File: src/rtl/multi_config_pkg.sv
// Shared definitions for the multi-configuration shift register:
// the operation-select encoding and a small decode helper.
package multi_config_pkg;

    typedef enum logic [1:0] {
        HOLD = 2'b00,
        SHL  = 2'b01,
        SHR  = 2'b10,
        LOAD = 2'b11
    } mode_t;

    function automatic logic is_shift(input mode_t m);
        return (m == SHL) || (m == SHR);
    endfunction

endpackage

File: src/rtl/multi_config_sr_stage.sv
// One WIDTH-bit register stage selecting between hold, left-neighbour,
// right-neighbour and parallel data each clock.
module multi_config_sr_stage
    import multi_config_pkg::*;
#(
    parameter int               WIDTH   = 8,
    parameter logic [WIDTH-1:0] RST_VAL = '0
) (
    input  logic             clk,
    input  logic             rst,
    input  logic             clr,
    input  logic             en,
    input  mode_t            mode,
    input  logic [WIDTH-1:0] shl_in,
    input  logic [WIDTH-1:0] shr_in,
    input  logic [WIDTH-1:0] load_in,
    output logic [WIDTH-1:0] q
);

    logic [WIDTH-1:0] next_q;

    // An unknown or unlisted mode falls back to holding the stored word.
    always_comb begin
        next_q = q;
        case (mode)
            SHL:     next_q = shl_in;
            SHR:     next_q = shr_in;
            LOAD:    next_q = load_in;
            default: next_q = q;
        endcase
    end

    always_ff @(posedge clk or negedge rst) begin
        if (!rst) begin
            q <= RST_VAL;
        end else if (clr) begin
            q <= RST_VAL;
        end else if (en) begin
            q <= next_q;
        end
    end

endmodule

File: src/rtl/multi_config_shift_reg.sv
// Word-wide shift register with left/right shift, optional rotation,
// parallel load and a saturating count of valid stages.
module multi_config_shift_reg
    import multi_config_pkg::*;
#(
    parameter int               WIDTH   = 8,
    parameter int               DEPTH   = 4,
    parameter int               ROTATE  = 0,
    parameter logic [WIDTH-1:0] RST_VAL = '0
) (
    input  logic                       clk,
    input  logic                       rst,
    input  logic                       en,
    input  logic                       clr,
    input  mode_t                      mode,
    input  logic [WIDTH-1:0]           ser_in,
    input  logic [DEPTH*WIDTH-1:0]     par_in,
    output logic [WIDTH-1:0]           ser_out,
    output logic [DEPTH*WIDTH-1:0]     par_out,
    output logic [$clog2(DEPTH+1)-1:0] fill_cnt,
    output logic                       full
);

    localparam int               CNT_W   = $clog2(DEPTH + 1);
    localparam logic [CNT_W-1:0] CNT_MAX = CNT_W'(DEPTH);

    logic [WIDTH-1:0] stage_q [DEPTH];
    logic [WIDTH-1:0] shl_head;
    logic [WIDTH-1:0] shr_tail;

    // With rotation the word falling off one end re-enters at the other.
    assign shl_head = (ROTATE != 0) ? stage_q[DEPTH-1] : ser_in;
    assign shr_tail = (ROTATE != 0) ? stage_q[0]       : ser_in;

    for (genvar i = 0; i < DEPTH; i++) begin : g_stage
        logic [WIDTH-1:0] shl_src;
        logic [WIDTH-1:0] shr_src;

        if (i == 0) begin : g_first
            assign shl_src = shl_head;
        end else begin : g_mid_l
            assign shl_src = stage_q[i-1];
        end

        if (i == DEPTH - 1) begin : g_last
            assign shr_src = shr_tail;
        end else begin : g_mid_r
            assign shr_src = stage_q[i+1];
        end

        multi_config_sr_stage #(
            .WIDTH   (WIDTH),
            .RST_VAL (RST_VAL)
        ) u_stage (
            .clk     (clk),
            .rst     (rst),
            .clr     (clr),
            .en      (en),
            .mode    (mode),
            .shl_in  (shl_src),
            .shr_in  (shr_src),
            .load_in (par_in[i*WIDTH +: WIDTH]),
            .q       (stage_q[i])
        );

        assign par_out[i*WIDTH +: WIDTH] = stage_q[i];
    end

    always_ff @(posedge clk or negedge rst) begin
        if (!rst) begin
            ser_out  <= RST_VAL;
            fill_cnt <= '0;
        end else if (clr) begin
            ser_out  <= RST_VAL;
            fill_cnt <= '0;
        end else if (en) begin
            case (mode)
                SHL: ser_out <= stage_q[DEPTH-1];
                SHR: ser_out <= stage_q[0];
                default: ser_out <= ser_out;
            endcase
            // Rotation never introduces new data, so only plain shifts count.
            if (mode == LOAD) begin
                fill_cnt <= CNT_MAX;
            end else if (is_shift(mode) && (ROTATE == 0) && (fill_cnt != CNT_MAX)) begin
                fill_cnt <= fill_cnt + CNT_W'(1);
            end
        end
    end

    assign full = (fill_cnt == CNT_MAX);

`ifndef SYNTHESIS
    always @(posedge clk) begin
        if (rst && en && !clr) begin
            assert (!$isunknown(mode))
                else $error("mode is unknown while enabled");
        end
    end
`endif

endmodule

File: config.mk
export PLATFORM = sky130hd
export DESIGN_NAME = multi_config_shift_reg
export DESIGN_NICKNAME = d
export VERILOG_FILES = /design/src/rtl/multi_config_pkg.sv /design/src/rtl/multi_config_sr_stage.sv /design/src/rtl/multi_config_shift_reg.sv
export SDC_FILE = /design/constraint.sdc
export NUM_CORES = 1
export LEC_CHECK = 0
export CAP_MARGIN = 20
export CORE_MARGIN = 4
export CORE_UTILIZATION = 45
export DETAILED_ROUTE_END_ITERATION = 16
export HOLD_SLACK_MARGIN = 0.03
export PLACE_DENSITY = 0.78
export SYNTH_ARGS = -nofsm -noshare
export SYNTH_HDL_FRONTEND = slang
export SYNTH_SLANG_ARGS = --single-unit
File: constraint.sdc
create_clock -name clk -period 2.93 [get_ports clk]
set_input_delay 0.586 -clock clk [delete_from_list [all_inputs] [get_ports clk]]
set_output_delay 0.586 -clock clk [all_outputs]
set_load 0.1 [all_outputs]
==> results_dict.tcl, run 1 <==
set metrics [dict create \
    status "complete, no violations" \
    cp_cell_sequence "clkdlybuf4s50_1 -> inv_1 -> ha_1 -> inv_1 -> o21ai_2 -> and2b_2 -> o2bb2ai_1" \
    setup-tns-final_ps 0 \
    async_flop_share 1.000 \
    grt_pass1_wl_mm 11.16 \
    vdd_drop_max_uv 231.7 \
    drt_first_pass_iters 4 \
    r2r_start "fill_cnt[0]" \
    postCtsHoldBufs 0 \
    drv_cap 0 \
    crit_slowest_cell "and2b_2" \
    relSlewSlack 0.3716 \
    grt_overflow 0 \
    syn_area_sq_um 2651 \
    io_buffer_count 89 \
    post-route-min-period_ps 2465 \
    syn_nets 305 \
    yosysUniqueCellTypes 27 \
    switching_share 0.3207 \
    crit_type "in -> reg" \
    ant_nets 0 \
    layout-drive-gt1-share 0.2796 \
    fin_skew_ps 6.521 \
    grt.total_usage 0.1894 \
    vias_per_cell 5.529 \
    antenna_found_initial 0 \
    finalMaxSlewViolations 0 \
    rr_worst_depth 6 \
    cts_tree "built" \
    cp.required_ps 3140 \
    hpwlAfterDp_mm 4.702 \
    grt_pass1_vias 2145 \
    cp-endpoint "g_stage[3].u_stage.q[2]" \
    rr_endpoint "fill_cnt[0]" \
    p_switching_w 0.0005134 \
    critPathMostFrequentCell "inv_1" \
    period_share 0.8414 \
    clk_pin_slew_worst_paths_ps 80 \
    hold_path_class "in -> async" \
    total_leakage_power_nw 1.492 \
    vias 2217 \
    fin_area_sq_um 3537 \
    power_frac_seq 0.397 \
    cts.sink_count 43 \
    drt_iter0_markers 104 \
    wl_per_cell_microns 16.50 \
    setup_viol 0 \
    worstSetupStartpoint "mode[0]" \
    rsz0062_at_grt "false" \
    critPathMaxFanout 32 \
    synth.avg_cell_area_sq_um 10.52 \
    numCtsBuffers 5 \
    power.density_nw_per_um2 452.7 \
    critPathCaptureType "flop" \
    ioPinCount 90 \
    drc 0 \
    crit_path_start_kind "input pin" \
    die_h_microns 84.76 \
    h-tree-depth 2 \
    area_growth_pct 33.41 \
    clockRootBuffer "clkbuf_8" \
    slowest_delay_ps 770 \
    maxClockFrequency_mhz 405.6 \
    intPower_w 0.001088 \
    worstPathArrival_ps 2670 \
    cts_resized 0 \
    wl_mm 6.616 \
    clk_latency_ps 290 \
    final_nets 381 \
    worst_pin_slew_ps 942.6 \
    die_w_microns 84.76 \
    gp_congestion 0.8021 \
    yosys_warnings 0 \
    diodes 0 \
    synth_ff_type "dfrtp_1" \
    r2r_slack_ps 1580 \
    power_frac_comb 0.265 \
    ys_seq_area_frac 0.4059 \
    die_area_sq_um 7183 \
    core-area_sq_um 5608 \
    placed_cell_area_sq_um 3401 \
    fillers 483 \
    synth_edf_count 0 \
    hold_viol_final 0 \
    start_util 0.4728 \
    syn_inst 252 \
    ctsLongestPathBuffers 2 \
    core.rowCount 27 \
    cts_setup_buffers 0 \
    grt_max_degree 65 \
    ys_ff_latch 43 \
    clkPwrFrac 0.338 \
]
## stage by stage
step | total power (W) | util | cells | hold slack (ps) | worst slack, ps
6_report | 0.001601 | 0.6307 | 401 | 433.4 | 464.8
5_1_grt | 0.001673 | 0.6307 | 401 | 507.0 | 311.1
4_1_cts | 0.001621 | 0.6307 | 401 | 468.1 | 457.8
3_5_place_dp | 0.001075 | 0.6064 | 393 | 476.2 | 151.1
3_3_place_gp | 0.001071 | 0.6064 | 393 | 463.0 | 221.8
2_1_floorplan | 0.0009439 | - | 252 | 290.4 | 504.8
## flip-flops by register name, summed over array words and instances, names as in the netlist
signal             flops
fill_cnt               3
g_stage.u_stage.q     32
ser_out                8
## worst min-delay path by stage
stage                          start     endpoint  slack (ps)  cells after the start
after CTS                        rst  fill_cnt[0]         470                      1
after floorplan                  rst  fill_cnt[0]         290                      0
final                            rst   ser_out[6]         430                      1
after global placement    ser_out[6]   ser_out[6]         460                      2
after global routing             rst   ser_out[6]         510                      1
after detailed placement  ser_out[7]   ser_out[7]         480                      2
## routing by layer
layer | track usage | vias to the layer above | part of all wire
met3 | 0.03925 | 2 | 0.052
li1 | - | 1098 | -
met2 | 0.3103 | 56 | 0.48
met1 | 0.2560 | 1061 | 0.46
met4 | 0.04748 | 0 | 0.0057
met5 | 0 | - | 0
## cell families after synthesis
logic type	share of synthesized area
buf+inv	0.07220
mux	0.03398
simple gates	0.08826
fa+ha+maj	0.03303
compound gates	0.3667
flops	0.4059
## synthesized netlist by cell type (2+ instances only)
cell type	number	area share
inv_1	5	0.0071
ha_1	7	0.033
o31ai_1	9	0.025
clkbuf_1	4	0.0057
buf_4	3	0.0085
o2bb2ai_1	2	0.0066
buf_2	9	0.017
nor2_1	34	0.048
buf_6	8	0.034
o2bb2ai_2	30	0.17
nand2_1	10	0.014
a22oi_1	32	0.091
mux2i_1	9	0.034
a21oi_1	35	0.066
dfrtp_1	43	0.41
## area by class of cell
cell class	instances	area [sq um]	area share
multi-input combinational	180	1385	0.3916
sequential	43	1076	0.3042
timing repair buffer	93	830.8	0.2349
tap	72	90.09	0.02547
clock buffer	5	68.82	0.01946
clock inverter	3	67.56	0.01910
inverter	5	18.77	0.005306
## worst max-delay path: cells and delay by family
family / cells / cell delay (ps)
adder cells (fa/ha/maj): 1 / 300
AND/OR/NAND/NOR: 1 / 770
buffers and inverters: 3 / 690
AO/OA/AOI/OAI: 2 / 320
## cell usage in the layout (no fill, tap or decap), types with 2 or more instances in the layout
cell type        netlist  layout
o2bb2ai_2             30      30
nand2_1               10      10
o2bb2ai_1              2       2
nor2_1                34      34
mux2i_1                9       9
o31ai_1                9       9
dfrtp_1               43      43
a22oi_1               32      32
clkbuf_8               0       5
buf_12                 0       2
a21oi_1               35      35
inv_1                  5       5
ha_1                   7       7
bufinv_16              0       2
buf_4                  3      46
clkdlybuf4s50_1        0      44
## power by group through the flow
stage | clock network (W) | registers [W] | logic (W)
floorplan | 0 | 0.000777 | 0.000167
global placement | 0 | 0.000647 | 0.000424
detailed placement | 0 | 0.000647 | 0.000428
CTS | 0.000557 | 0.000636 | 0.000429
global route | 0.000582 | 0.000639 | 0.000452
finish | 0.000541 | 0.000636 | 0.000425
Power figures use the tool's default switching activity.
==> run 2: changes to the inputs <==
==> constraint.sdc (replaced) <==
create_clock -name clk -period 2.4 [get_ports clk]
set_input_delay 0.48 -clock clk [delete_from_list [all_inputs] [get_ports clk]]
set_output_delay 0.48 -clock clk [all_outputs]
set_load 0.1 [all_outputs]
==> run 2 against run 1 <==
First-iteration DRC count up 14%. Core utilization up 0.62 points. Routed wire length is 3.2% higher. Sequential power up 22%.
==> results_dict.tcl, run 2 (same netlist as run 1, synthesis figures left out) <==
set metrics [dict create \
    period_share 0.8322 \
    critPathCaptureType "flop" \
    largest-register "g_stage.u_stage.q" \
    relSlewSlack 0.3635 \
    cts_setup_buffers 0 \
    drc 0 \
    vias_per_cell 5.544 \
    ctsLongestPathBuffers 2 \
    rsz0062_at_grt "false" \
    worst_pin_slew_ps 954.8 \
    vdd_drop_max_uv 344.7 \
    diodes 0 \
    clk_latency_ps 280 \
    fillers 480 \
    setup-tns-final_ps 0 \
    hold_path_class "in -> async" \
    grtUsageMet3 0.04122 \
    largest_reg_flops 32 \
    die_w_microns 84.76 \
    core.rowCount 27 \
    use_met1 0.2577 \
    postCtsHoldBufs 0 \
    drt_iter0_markers 119 \
    layout-drive-gt1-share 0.2904 \
    cts_resized 0 \
    die_area_sq_um 7183 \
    clk_pin_slew_worst_paths_ps 80 \
    fin_skew_ps 5.223 \
    use_met2 0.3203 \
    core-area_sq_um 5608 \
    largestRegisters "g_stage.u_stage.q: 32 flops, ser_out: 8 flops, fill_cnt: 3 flops" \
    vias 2251 \
    placed_cell_area_sq_um 3488 \
    crit_path_start_kind "input pin" \
    drv_cap 0 \
    hold_viol_final 0 \
    final_nets 386 \
    numCtsBuffers 5 \
    wl_per_cell_microns 16.82 \
    grt_pass1_wl_mm 11.36 \
    finalMaxSlewViolations 0 \
    cts_tree "built" \
    h-tree-depth 2 \
    setup_viol 0 \
    area_growth_pct 34.73 \
    drt_first_pass_iters 4 \
    hpwlAfterDp_mm 4.945 \
    wl_mm 6.830 \
    cp.required_ps 2610 \
    ant_nets 0 \
    worstPathArrival_ps 2210 \
    post-route-min-period_ps 1997 \
    die_h_microns 84.76 \
    crit_type "in -> reg" \
    power.density_nw_per_um2 492.6 \
    gp_congestion 0.8053 \
    total_leakage_power_nw 1.517 \
    mostFrequentLayoutCells "47 x buf_4, 44 x clkdlybuf4s50_1, 43 x dfrtp_1" \
    maxClockFrequency_mhz 500.7 \
    start_util 0.4728 \
    clockRootBuffer "clkbuf_8" \
    ioPinCount 90 \
    grt.total_usage 0.1919 \
    grt_pass1_vias 2199 \
    status "complete, no violations" \
    antenna_found_initial 0 \
    final_common_cell "buf_4" \
    fin_area_sq_um 3572 \
    grt_max_degree 44 \
    grt_overflow 0 \
    io_buffer_count 89 \
    critPathMaxFanout 32 \
    grt-busiest-layer "met2" \
    cts.sink_count 43 \
]
run 2: cell count changes in the layout (fill, tap and decap cells not counted), sizes merged:
cell	before	now
buf	49	54
clkinv	0	3
bufinv	2	0
clkinvlp	1	0
run 2: through the flow:
stage	cells	hold WS, ps	worst slack [ps]	power [W]	util
global placement	398	462.7	173.0	0.001331	0.6220
CTS	406	363.0	402.4	0.001779	0.6370
finish	406	330.7	402.7	0.001760	0.6370
detailed placement	398	471.7	94.50	0.001337	0.6220
global route	406	398.6	306.1	0.001838	0.6370
floorplan	252	184.4	80.80	0.001152	-
run 2: where the power goes:
group          switching, W  internal, W
clock              0.000241     0.000199
sequential        0.0000305     0.000746
combinational      0.000357     0.000186
total              0.000628      0.00113
run 2: final cells by class:
type                       count  area [sq um]  share of cell area
multi-input combinational    180          1385              0.3877
inverter                       5         18.77            0.005254
sequential                    43          1076              0.3012
timing repair buffer          98         918.4              0.2571
tap                           72         90.09             0.02522
clock buffer                   5         68.82             0.01926
clock inverter                 3         15.01            0.004203
run 2: final timing paths:
| kind | start | endpoint | slack, ps | cells past startpoint |
|---|---|---|---|---|
| min in group clk | ser_out[7] | ser_out[7] | 490 | 2 |
| setup reg to reg | fill_cnt[0] | fill_cnt[0] | 1070 | 6 |
| max in group asynchronous | rst | g_stage[2].u_stage.q[5] | 1460 | 1 |
| hold / removal | rst | fill_cnt[0] | 330 | 1 |
| hold reg to reg | ser_out[7] | ser_out[7] | 490 | 2 |
| setup / recovery | mode[0] | g_stage[3].u_stage.q[3] | 400 | 8 |
run 2: routing by layer:
layer | up-vias | wire length [microns]
met4 | 0 | 79
met5 | - | 0
met1 | 1081 | 3106
met2 | 62 | 3315
li1 | 1102 | -
met3 | 6 | 328
run 2: worst max-delay path, cell delays in order:
cell	delay, ps
clkdlybuf4s50_1	540
inv_1	90
ha_1	310
inv_1	70
o21ai_2	60
or2_2	310
buf_12	190
o2bb2ai_1	140
